## src/rtl/wbtimer.sv

```systemverilog
// wbtimer: Wishbone-classic machine timer.
// 64-bit mtime advanced by a programmable prescaler, 64-bit mtimecmp, and a
// level interrupt while mtime >= mtimecmp. 32-bit word registers with
// byte-lane writes; MTIME_HI reads come from a shadow latched by MTIME_LO reads
// so a LO-then-HI pair is always a consistent 64-bit sample.
module wbtimer #(
  parameter int AW = 30,
  parameter int DW = 32,
  parameter int PW = 16
) (
  input  logic            wb_clk_i,
  input  logic            wb_reset_i,
  input  logic [AW-1:0]   wb_adr_i,
  input  logic [DW-1:0]   wb_dat_i,
  output logic [DW-1:0]   wb_dat_o,
  input  logic            wb_we_i,
  input  logic [DW/8-1:0] wb_sel_i,
  output logic            wb_ack_o,
  input  logic            wb_cyc_i,
  input  logic            wb_stb_i,
  output logic            irq_o
);

  typedef enum logic [2:0] {
    R_MTIME_LO = 3'd0,
    R_MTIME_HI = 3'd1,
    R_CMP_LO   = 3'd2,
    R_CMP_HI   = 3'd3,
    R_CTRL     = 3'd4,
    R_PRESCALE = 3'd5,
    R_STATUS   = 3'd6,
    R_NONE     = 3'd7
  } reg_e;

  logic [63:0]   mtime, mtimecmp;
  logic [31:0]   hi_shadow;
  logic          en, ie;
  logic [PW-1:0] prescale, prs, prescale_nxt;
  logic [DW-1:0] lane_mask, rdata, prs_merged;
  logic          req, wr, rd, tick, pend;
  reg_e          addr;

  function automatic logic [DW-1:0] merge(input logic [DW-1:0] old,
                                          input logic [DW-1:0] val,
                                          input logic [DW-1:0] mask);
    return (old & ~mask) | (val & mask);
  endfunction

  // expand byte selects into a bit mask
  for (genvar i = 0; i < DW/8; i++) begin : g_lane
    assign lane_mask[8*i +: 8] = {8{wb_sel_i[i]}};
  end

  assign addr = reg_e'(wb_adr_i[2:0]);
  // a request is one strobe not already being acked this cycle
  assign req  = wb_cyc_i & wb_stb_i & ~wb_ack_o;
  assign wr   = req & wb_we_i;
  assign rd   = req & ~wb_we_i;
  assign tick = en & (prs == '0);
  assign pend = (mtime >= mtimecmp);

  assign prs_merged   = merge(DW'(prescale), wb_dat_i, lane_mask);
  assign prescale_nxt = (wr && addr == R_PRESCALE) ? prs_merged[PW-1:0] : prescale;

  logic unused;
  assign unused = &{1'b0, wb_adr_i[AW-1:3], prs_merged[DW-1:PW]};

  // read data mux
  always_comb begin
    rdata = '0;
    case (addr)
      R_MTIME_LO: rdata = mtime[31:0];
      R_MTIME_HI: rdata = hi_shadow;
      R_CMP_LO:   rdata = mtimecmp[31:0];
      R_CMP_HI:   rdata = mtimecmp[63:32];
      R_CTRL:     rdata = DW'({ie, en});
      R_PRESCALE: rdata = DW'(prescale);
      R_STATUS:   rdata = DW'(pend);
      default:    rdata = '0;
    endcase
  end

  // mtime: bus writes win over the tick increment on the same edge
  always_ff @(posedge wb_clk_i or posedge wb_reset_i) begin
    if (wb_reset_i) begin
      mtime <= '0;
    end else if (wr && addr == R_MTIME_LO) begin
      mtime[31:0] <= merge(mtime[31:0], wb_dat_i, lane_mask);
    end else if (wr && addr == R_MTIME_HI) begin
      mtime[63:32] <= merge(mtime[63:32], wb_dat_i, lane_mask);
    end else if (tick) begin
      mtime <= mtime + 64'd1;
    end
  end

  // mtimecmp, control and prescale registers
  always_ff @(posedge wb_clk_i or posedge wb_reset_i) begin
    if (wb_reset_i) begin
      mtimecmp <= '1;
      en       <= 1'b0;
      ie       <= 1'b0;
      prescale <= '0;
    end else begin
      if (wr && addr == R_CMP_LO) mtimecmp[31:0]  <= merge(mtimecmp[31:0], wb_dat_i, lane_mask);
      if (wr && addr == R_CMP_HI) mtimecmp[63:32] <= merge(mtimecmp[63:32], wb_dat_i, lane_mask);
      if (wr && addr == R_CTRL && wb_sel_i[0]) {ie, en} <= wb_dat_i[1:0];
      prescale <= prescale_nxt;
    end
  end

  // prescaler down-counter; CTRL/PRESCALE writes restart the period
  always_ff @(posedge wb_clk_i or posedge wb_reset_i) begin
    if (wb_reset_i) begin
      prs <= '0;
    end else if (wr && (addr == R_CTRL || addr == R_PRESCALE)) begin
      prs <= prescale_nxt;
    end else if (!en || prs == '0) begin
      prs <= prescale;
    end else begin
      prs <= prs - PW'(1);
    end
  end

  // bus response: one-cycle ack, read data and the MTIME_HI shadow
  always_ff @(posedge wb_clk_i or posedge wb_reset_i) begin
    if (wb_reset_i) begin
      wb_ack_o  <= 1'b0;
      wb_dat_o  <= '0;
      hi_shadow <= '0;
    end else begin
      wb_ack_o <= req;
      if (rd) begin
        wb_dat_o <= rdata;
        if (addr == R_MTIME_LO) hi_shadow <= mtime[63:32];
      end
    end
  end

  // level interrupt from the registered compare
  always_ff @(posedge wb_clk_i or posedge wb_reset_i) begin
    if (wb_reset_i) irq_o <= 1'b0;
    else            irq_o <= ie & pend;
  end

endmodule
```

## config.mk

```make
export PLATFORM = sky130hd
export DESIGN_NAME = wbtimer
export DESIGN_NICKNAME = d
export VERILOG_FILES = /design/src/rtl/wbtimer.sv
export SDC_FILE = /design/constraint.sdc
export NUM_CORES = 1
export LEC_CHECK = 0
export ABC_AREA = 1
export BUFFER_PORTS_ARGS = -buffer_cell sky130_fd_sc_hd__buf_2
export CAP_MARGIN = 30
export CORE_MARGIN = 10
export CORE_UTILIZATION = 40
export DETAILED_ROUTE_END_ITERATION = 10
export GPL_ROUTABILITY_DRIVEN = 1
export PLACE_DENSITY = 0.59
export RECOVER_POWER = 25
export SLEW_MARGIN = 10
export SYNTH_ARGS = -nofsm -noshare
export SYNTH_HDL_FRONTEND = slang
export SYNTH_SLANG_ARGS = --single-unit
```

## constraint.sdc

```tcl
create_clock -name wb_clk_i -period 8.95 [get_ports wb_clk_i]
set_input_delay 0.4475 -clock wb_clk_i [delete_from_list [all_inputs] [get_ports wb_clk_i]]
set_output_delay 0.4475 -clock wb_clk_i [all_outputs]
set_load 0.03 [all_outputs]
```

Yosys cells after proc, flatten, opt, wreduce, memory -nomap -nowiden
Cells that the tools add are included.
{ "word_totals": {"wordCells": 69, "in_bits": 71, "reg_bits": 228} }
{ "op_classes": {"bitwise": 21, "n_reduce_logical": 18, "magnitude_cmp": 1, "n_addsub": 2, "eq_ne": 7, "n_mux": 8} }
{ "ops": {"columns": ["operator", "count"], "rows": [
  ["$pmux 32 s7", 1],
  ["$and 32x32->32", 5],
  ["$or 32x32->32", 4],
  ["$mux 32", 3],
  ["$add 64x1->64 const B", 1],
  ["$ge 64x64->1", 1],
  ["$mux 64", 1],
  ["$mux 16", 3],
  ["$not 32->32", 1],
  ["$and 16x16->16", 1],
  ["$logic_not 16->1", 1],
  ["$or 16x16->16", 1],
  ["$sub 16x1->16 const B", 1],
  ["$eq 3x3->1 const B", 3],
  ["$logic_and 1x1->1", 8],
  ["$and 1x1->1", 6],
  ["$eq 3x2->1 const B", 2],
  ["$reduce_and 2->1", 3],
  ["$reduce_bool 2->1", 2],
  ["$eq 3x1->1 const B", 1],
  ["$logic_not 3->1", 1],
  ["$not 1->1", 3],
  ["$logic_or 1x1->1", 2],
  ["$ne 2x2->1 const B", 1],
  ["$logic_not 1->1", 1]
]} }

Longest topological paths before layout
Gate-level depths: netlist of run 1.
{ "logic_depth": {"depth_word": 6, "depth_mapped": 16} }

Least setup slack after synthesis of run 1
Ideal clock, no wire load.
{ "synth_timing": {"path_type": "reg-to-reg", "start": "reg with a tool-made name", "end": "reg with a tool-made name", "t_required_ns": 8.833, "stages_incl_launch_ff": 13, "slack_ns": 7.076, "period_less_slack_ns": 1.874, "n_path_buf": 0, "arrival_ns": 1.757, "setup_time_ns": 0.117, "cell_sequence": "dfrtp_1 > ha_1 > nand3_1 > nor2_2 > inv_1 > nor2_1 > nand2_1 > inv_1 > nand2_1 > nand2_1 > nand3_1 > nand2_1 > nand2_1"} }

==> results of run 1 <==
-- area by class of cell --
class	instances	area (um^2)	share of cell area (%)
inverter	261	981	6.16
multi-input combinational	1397	7110	44.7
tap	455	569	3.58
clock inverter	8	93.8	0.590
sequential	228	5790	36.4
clock buffer	44	852	5.35
timing repair buffer	91	527	3.31
-- power breakdown --
part | leakage, nW | internal, mW | total (mW) | switching, mW
Sequential | 2.64 | 1.26 | 1.45 | 0.187
Clock | 0.469 | 0.707 | 1.18 | 0.468
Combinational | 4.46 | 0.322 | 0.950 | 0.628
Total | 7.57 | 2.29 | 3.57 | 1.28
-- metrics by stage --
stage / util, % / total power, mW / instances
final: 46.0 / 3.57 / 2484
after global routing: 46.0 / 3.80 / 2484
after CTS: 45.9 / 3.58 / 2483
after detailed placement: 43.2 / 2.40 / 2431
after global placement: 43.1 / 2.37 / 2430
after floorplan: - / 2.07 / 1945
-- cell families after synthesis --
logic type,share of synthesized area (%)
flops,41.0
fa+ha+maj,5.94
mux,0.0798
xor+xnor,2.05
compound gates,16.9
simple gates,25.3
buf+inv,8.66
-- path summary, 6_finish.rpt --
| check | startpoint | endpoint | slack, ns | depth (start not counted) |
|---|---|---|---|---|
| hold / removal | wb_dat_i[12] | flip-flop | 0.13 | 3 |
| setup reg to reg | wb_ack_o | flip-flop | 5.68 | 13 |
| max in group wb_clk_i | wb_ack_o | flip-flop | 5.68 | 13 |
| setup / recovery | wb_reset_i | async pin | 5.43 | 3 |
| hold reg to reg | wb_dat_o[11] | wb_dat_o[11] | 0.47 | 2 |
| min in group asynchronous | wb_reset_i | wb_dat_o[21] | 1.26 | 2 |
-- synth_stat cells (all sizes together) --
cell and number:
o311ai 1, o211ai 7, nand4 33, xor2 24, nor4 1, and3 1
o22ai 49, o21ai 241, ha 67, a22oi 1, a22o 6, o2111ai 1
clkbuf 39, dfstp 64, nand2 547, a221oi 11, o21bai 1, inv 260
clkinv 1, o221ai 10, buf 20, a21o 1, a211oi 7, and2 1
o21a 1, dfrtp 164, a21oi 87, nor3b 2, o31ai 2, nor2 154
xnor2 9, nor3 47, nand3b 1, nand3 82, mux2 1, a21boi 1
-- layer usage --
layer  vias up  GRT usage, %
met5         -             0
met4         0          7.12
met3       105          3.22
met2       441          39.2
met1      6537          30.2
li1       6539             -
-- worst register-to-register path, cell delays in order, from the launching register on --
cell and delay (ns):
dfrtp_1 0.37, nor2_1 0.10, nand2_1 0.08, inv_1 0.09
nand2_2 0.19, nor2_2 0.13, buf_4 0.41, inv_2 0.44
nand2_1 0.21, nand2_2 0.13, o21ai_1 0.51, inv_1 0.27
o21ai_0 0.14, o22ai_1 0.08
==> flow_summary.toml, run 1 <==
[clock_network]
clk_latency_ns = 0.58
cts_buffer_depth = 3
cts_resized = 0
cts_setup_buffers = 0
cts_sinks = 228
cts_tree = "built"
cts_made_buffers = 28
holdBufCountCts = 0
htree_num_levels = 1
clk_pin_slew_ns = 0.06
cts_root_buffer = "clkbuf_16"

[routing]
drcViolationCount = 0
wire_per_inst_um = 20.7
met1_length_mm = 22.6
routed_wl_mm = 51.4
dr_wl_met2_mm = 24.4
wl_met3_mm = 2.76
first_iter_violations = 1388
via_count = 13622
dr.pass1.iters = 6
routed_via_density = 5.48
detail-route-antenna-nets = 0
highest_layer = "met4"

[sta]
setup_viol = 0
grt_setup_unrepaired = "no"
timing.final.ws_setup_ns = 5.43
hold_viol = 0
maxSlewViolCount = 100
fin_crit_ns = 3.52
worst_pin_slew_ns = 4.51
fmax_ghz = 0.284
max-slew-margin-rel_pct = -202
skew_ns = 0.0253
fin_tns_setup_ns = 0
holdWs_ns = 0.130
finalCritPeriodShare_pct = 39.3

[worst_setup_path]
cp_cell_sequence = "buf_2 -> clkinvlp_2 -> buf_4"
path_max_fanout = 99
path_delay_family = "buffers and inverters"
cp_num_buf_inv = 3
crit_path_start_kind = "input pin"
end_kind = "async pin"
critPathKind = "input pin to async pin"
max_stage_delay_ns = 2.49
crit_path_top_delay_cell = "clkinvlp_2"
cp.required_ns = 9.53
arrival_ns = 4.10

[die]
start_util_pct = 40.7
die_h_um = 208
core_um2 = 34600
die_area_um2 = 43200
rows = 68
dieWidth_um = 208
io_pins = 105

[grt]
antenna_found_initial = 0
grt_pass1_vias = 13299
grt-ovfl-total = 0
grt_start_max_net_pins = 100
grt_first_pass_wirelength_mm = 79.9
grt_use_total_pct = 23.3

[cells_and_area]
nets = 2145
fill_cells = 3531
syn2layout_area_growth_pct = 12.8
final_cell_mix = "543 x nand2_1, 248 x inv_1, 215 x o21ai_0"
layout-drive-gt1-share_pct = 11.2
final_common_cell = "nand2_1"
final_area_um2 = 15900
antenna_cells = 0

[logic_synthesis]
synth_area_per_cell_um2 = 7.25
syn_area_um2 = 14100
ys_warn_count = 0
seq_area_frac_synth_pct = 41.0
synth_fp_nets = 2083
yosys.area.top_type = "dfrtp_1"
syn_inst = 1945
synth_cell_types = 47
synth-seq-cells = 228
synthTopCellsByArea = "dfrtp_1 29%, nand2_1 14%, dfstp_2 12%, o21ai_0 7.6%, inv_1 6.7%"
synth.top_cell.area_share_pct = 29.1

[place]
dp_hpwl_mm = 38.7
post-place-ws_ns = 5.29
gp_congestion = 0.982
port_buffers = 77
placed_area_um2 = 15000

[hold_path]
hold_class = "input pin to flip-flop"

[pwr]
p_leak_nw = 7.57
ir_worst_vdd_v = 0.000148
powerDensity_nw_per_um2 = 225

[outcome]
status = "finished, violations left"
violations = "capacitance limit, slew limit"

[flow_run]
drv_cap = 1
Note: power is estimated with default switching activity, not from simulation.
==> run 2, diff against run 1 <==
Settings changed: PLACE_DENSITY 0.59 to 0.61.
Clock period 8.95 ns to 2.9 ns, I/O delays scaled along.
==> run 2 against run 1 <==
  * Highest routed layer unchanged
  * Non-clock buffer count is 64 higher
  * Wire length is 0.17% higher
  * Register-to-register slack worse by 5.3 ns
  * Via count is 1.9% higher
  * Core utilization is 1.5 points higher
  * The flow now finishes without violations
  * Sequential power grew to 3.1 times the previous value
  * First-iteration DRC count is 16% lower
==> flow_summary.toml, run 2 (synthesis gave the netlist of run 1 again) <==
[worst_setup_path]
end_kind = "flip-flop"
reg2reg_depth = 10
path_max_fanout = 24
reg2reg_from = "prs[0]"
cp_num_buf_inv = 2
crit_path_start_kind = "flip-flop"
cp.required_ns = 3.38
crit_path_top_delay_cell = "a21oi_4"
arrival_ns = 3.01
critPathKind = "flip-flop to flip-flop"
crit_cells = 10
crit_start = "prs[0]"
r2r_slack_ns = 0.36
max_stage_delay_ns = 0.49
cp_cell_sequence = "inv_1 -> ha_1 -> nand2_1 -> nor3_1 -> nand3_1 -> a21oi_4 -> inv_2 -> a21oi_1 -> nand2_1 -> o21ai_1"
path_delay_family = "compound AO/OA/AOI/OAI gates"
cp_common_cell = "nand2_1"

[clock_network]
cts_made_buffers = 28
htree_num_levels = 1
cts_setup_buffers = 0
cts_root_buffer = "clkbuf_16"
clk_latency_ns = 0.56
cts_buffer_depth = 3
cts_tree = "built"
clk_pin_slew_ns = 0.06
cts_sinks = 228

[sta]
finalCritPeriodShare_pct = 87.4
max-slew-margin-rel_pct = 19.3
setup_viol = 0
grt_setup_unrepaired = "no"
skew_ns = 0.0104
holdWs_ns = 0.0156
hold_viol = 0
worst_pin_slew_ns = 1.21
fin_crit_ns = 2.54
fin_tns_setup_ns = 0
maxSlewViolCount = 0
fmax_ghz = 0.394

[routing]
via_count = 13886
routed_via_density = 5.45
routed_wl_mm = 51.5
detail-route-antenna-nets = 0
first_iter_violations = 1166
drcViolationCount = 0
wire_per_inst_um = 20.2
dr.pass1.iters = 6

[grt]
met1_usage_pct = 30.3
use_met2_pct = 37.5
busiest_layer = "met2"
grt_first_pass_wirelength_mm = 80.0
grtUsageMet3_pct = 3.75
antenna_found_initial = 0
grt-ovfl-total = 0
grt_start_max_net_pins = 83
grt_pass1_vias = 13526
grt_use_total_pct = 23.1

[cells_and_area]
fin_cells = 2549
final_area_um2 = 16400
final_cell_mix = "543 x nand2_1, 248 x inv_1, 215 x o21ai_0"
nets = 2209
syn2layout_area_growth_pct = 16.6
final_common_cell = "nand2_1"
layout-drive-gt1-share_pct = 12.4

[pwr]
powerDensity_nw_per_um2 = 675
ir_worst_vdd_v = 0.000453
p_leak_nw = 7.84
p_total_mw = 11.1

[die]
io_pins = 105
rows = 68
start_util_pct = 40.7
die_area_um2 = 43200
dieWidth_um = 208
die_h_um = 208
core_um2 = 34600

[place]
gp_congestion = 1.00
port_buffers = 77
dp_hpwl_mm = 39.3
dp.cells = 2465
placed_area_um2 = 15200

[hold_path]
hold_start = "wb_dat_i[4]"
whs_path_depth = 3
hold_class = "input pin to flip-flop"

[outcome]
status = "finished clean"

[flow_run]
drv_cap = 0
==> run 2: cell count changes in the layout (fill, tap and decap cells not counted), moves of 2 or more <==
cell	delta
buf_16	-2
clkbuf_4	+2
buf_4	+31
dlygate4sd3_1	+31
==> run 2: tightest hold or removal path: stages <==
cell and delay (ns):
buf_2 0.09, nand2_1 0.20, o22ai_1 0.12
==> run 2: area by class of cell <==
cell class                 count  area (um^2)
timing repair buffer         155         1050
multi-input combinational   1397         7100
tap                          455          569
fill                        3549        18200
clock buffer                  45          856
sequential                   228         5790
inverter                     261          981
clock inverter                 7         87.6
antenna                        1         2.50
==> run 2: where the power goes <==
part	leakage (nW)	switching [mW]	total [mW]	internal (mW)
combinational	4.74	1.95	3.01	1.06
clock	0.462	1.43	3.61	2.18
sequential	2.64	0.578	4.47	3.89
==> run 2: final timing paths <==
kind / to
hold / removal: flip-flop
setup reg to reg: flip-flop
min in group asynchronous: wb_dat_o[18]
setup / recovery: flip-flop
hold reg to reg: wb_dat_o[17]
max in group asynchronous: hi_shadow[0]
==> run 2: per-layer routing <==
layer | share of wire, % | vias up
met2 | 46 | 496
li1 | - | 6677
met5 | 0 | -
met1 | 44 | 6616
met3 | 6.5 | 97
met4 | 3.6 | 0
==> run 2: stage by stage <==
stage	utilization [%]	worst slack, ns
after global routing	47.5	0.241
after floorplan	-	-0.173
after global placement	43.9	0.479
after CTS	47.6	0.415
final	47.5	0.364
after detailed placement	43.9	0.426
==> run 2: what timing repair did <==
action / CTS / global route
hold buffers: 31 / 0
hold endpoints to repair: 83 / 0
setup endpoints to repair: 0 / 0
gates resized for setup: 0 / 0
==> run 3, diff against run 2 <==
Settings changed: CORE_UTILIZATION 40 to 50, CTS_BUF_LIST set to sky130_fd_sc_hd__clkbuf_8, PLACE_DENSITY 0.61 to 0.73.
==> run 3 against run 2 <==
  * The flow now finishes with violations (capacitance limit, slew limit)
  * Sequential cell count unchanged
  * First-iteration DRC count is 25% higher
  * Via count up 2.5%
  * Largest cell class unchanged
  * Sequential power barely moved
  * Maximum frequency fell by 1.6%
  * Total power shrank 3.3%
  * Hold slack improved by 0.0033 ns
==> flow_summary.toml, run 3 (synthesis gave the netlist of run 1 again) <==
[flow_run]
drv_cap = 2

[outcome]
status = "finished, violations left"
violations = "capacitance limit, slew limit"

[cells_and_area]
syn2layout_area_growth_pct = 15.3
antenna_cells = 0
fill_cells = 2684
final_common_cell = "nand2_1"
fin_cells = 2492
final_cell_mix = "543 x nand2_1, 265 x inv_1, 215 x o21ai_0"
final_core_util_pct = 58.6
nets = 2220
layout-drive-gt1-share_pct = 12.9

[die]
die_h_um = 188
rows = 61
io_pins = 105
start_util_pct = 50.8
die_area_um2 = 35300
dieWidth_um = 188
core_um2 = 27800

[pwr]
p_int_mw = 6.79
p_seq_share_pct = 41.7
switching_share_pct = 36.7
comb_power_share_pct = 27.9
pwr-share-clk_pct = 30.3
powerDensity_nw_per_um2 = 660
ir_worst_vdd_v = 0.000354
p_switching_mw = 3.94
p_leak_nw = 7.87
p_total_mw = 10.7

[clock_network]
cts_buffer_depth = 3
clk_latency_ns = 0.56
cts_setup_buffers = 0
cts_made_buffers = 41
cts_tree = "built"
cts_root_buffer = "clkbuf_8"
cts_sinks = 228
htree_num_levels = 2
clk_pin_slew_ns = 0.07

[place]
port_buffers = 77
dp_hpwl_mm = 37.4
dp.cells = 2385
gp_congestion = 1.02

[routing]
drcViolationCount = 0
via_count = 14233
first_iter_violations = 1457
dr.pass1.iters = 6
wire_per_inst_um = 20.2
routed_wl_mm = 50.3
detail-route-antenna-nets = 0
routed_via_density = 5.71

[worst_setup_path]
cp_num_buf_inv = 1
path_delay_family = "simple AND/OR/NAND/NOR gates"
max_stage_delay_ns = 0.50
crit_path_start_kind = "flip-flop"
cp_common_cell = "nand3_1"
path_max_fanout = 6
crit_path_top_delay_cell = "dfrtp_1"
critPathKind = "flip-flop to flip-flop"
cp.required_ns = 3.38
end_kind = "flip-flop"
arrival_ns = 3.06
cp_cell_sequence = "ha_1 -> nand3_1 -> inv_1 -> nand2_1 -> nor2_1 -> nand3_1 -> nor2_1 -> a21oi_1 -> o21ai_0 -> nand3_1 -> nand2_1"

[sta]
setup_viol = 0
finalCritPeriodShare_pct = 88.9
maxSlewViolCount = 230
skew_ns = 0.0260
max-slew-margin-rel_pct = -46.1
fin_crit_ns = 2.58
holdWs_ns = 0.0189
worst_pin_slew_ns = 2.19
grt_setup_unrepaired = "no"
hold_viol = 0
fmax_ghz = 0.388

[grt]
grt_pass1_vias = 14051
grt_first_pass_wirelength_mm = 79.2
grt-ovfl-total = 0
grt_start_max_net_pins = 153
antenna_found_initial = 0
grt_use_total_pct = 28.1

[hold_path]
hold_class = "input pin to flip-flop"
==> run 3: changes by cell type in the layout (fill, tap and decap cells not counted), sizes merged <==
cell         previous run  this run
buf                   120       118
bufinv                  2         3
clkbuf                 49        54
clkinv                  6         4
clkinvlp                2         3
diode                   1         0
dlygate4sd3            31        32
inv                   258       275
==> run 3: per-stage QoR <==
stage,TNS [ns],setup WS (ns),area [um^2]
floorplan,-28.33,-0.173,14100
detailed placement,0,0.408,15100
global route,0,0.125,16300
global placement,0,0.466,15100
finish,0,0.323,16300
CTS,0,0.373,16300
==> run 3: power groups by stage <==
stage | Combinational [mW] | Clock (mW) | Sequential, mW
floorplan | 1.93 | 0 | 4.47
global placement | 2.83 | 0 | 4.48
detailed placement | 2.92 | 0 | 4.51
CTS | 2.98 | 3.30 | 4.46
global route | 3.39 | 3.45 | 4.56
finish | 3.00 | 3.26 | 4.48
==> run 3: cell type report <==
type                       instances  area (um^2)  area share [%]
clock buffer                      51          702            4.31
clock inverter                    24          180            1.11
inverter                         261          981            6.03
multi-input combinational       1397         7100            43.7
sequential                       228         5790            35.6
tap                              378          473            2.91
timing repair buffer             153         1040            6.42
==> run 3: what timing repair did <==
action,4_1_cts,5_1_grt
gates resized for setup,0,0
endpoints found under the setup margin,0,0
hold endpoints to repair,232,0
hold buffers,32,0
==> run 3: final timing paths <==
path	startpoint	endpoint	slack [ns]	cells past startpoint
max	flip-flop	flip-flop	0.32	11
min	wb_dat_i[4]	flip-flop	0.02	3
max reg2reg	flip-flop	flip-flop	0.32	11
min reg2reg	wb_dat_o[0]	wb_dat_o[0]	0.47	2
max in group asynchronous	wb_reset_i	async pin	0.54	4
min in group asynchronous	wb_reset_i	wb_dat_o[17]	0.85	4
==> run 3: worst register-to-register path: cells and delay by family, from the launching register on <==
kind / cells / cell delay [ns]
flops: 1 / 0.50
simple gates: 7 / 1.31
fa+ha+maj: 1 / 0.32
compound gates: 2 / 0.19
buf+inv: 1 / 0.20
==> run 3: metal layers <==
metal  global-route usage, %  part of all wire, %
met1                    35.9                   42
met4                    11.9                  4.3
met5                       0                    0
met3                    4.08                  7.3
met2                    46.5                   47
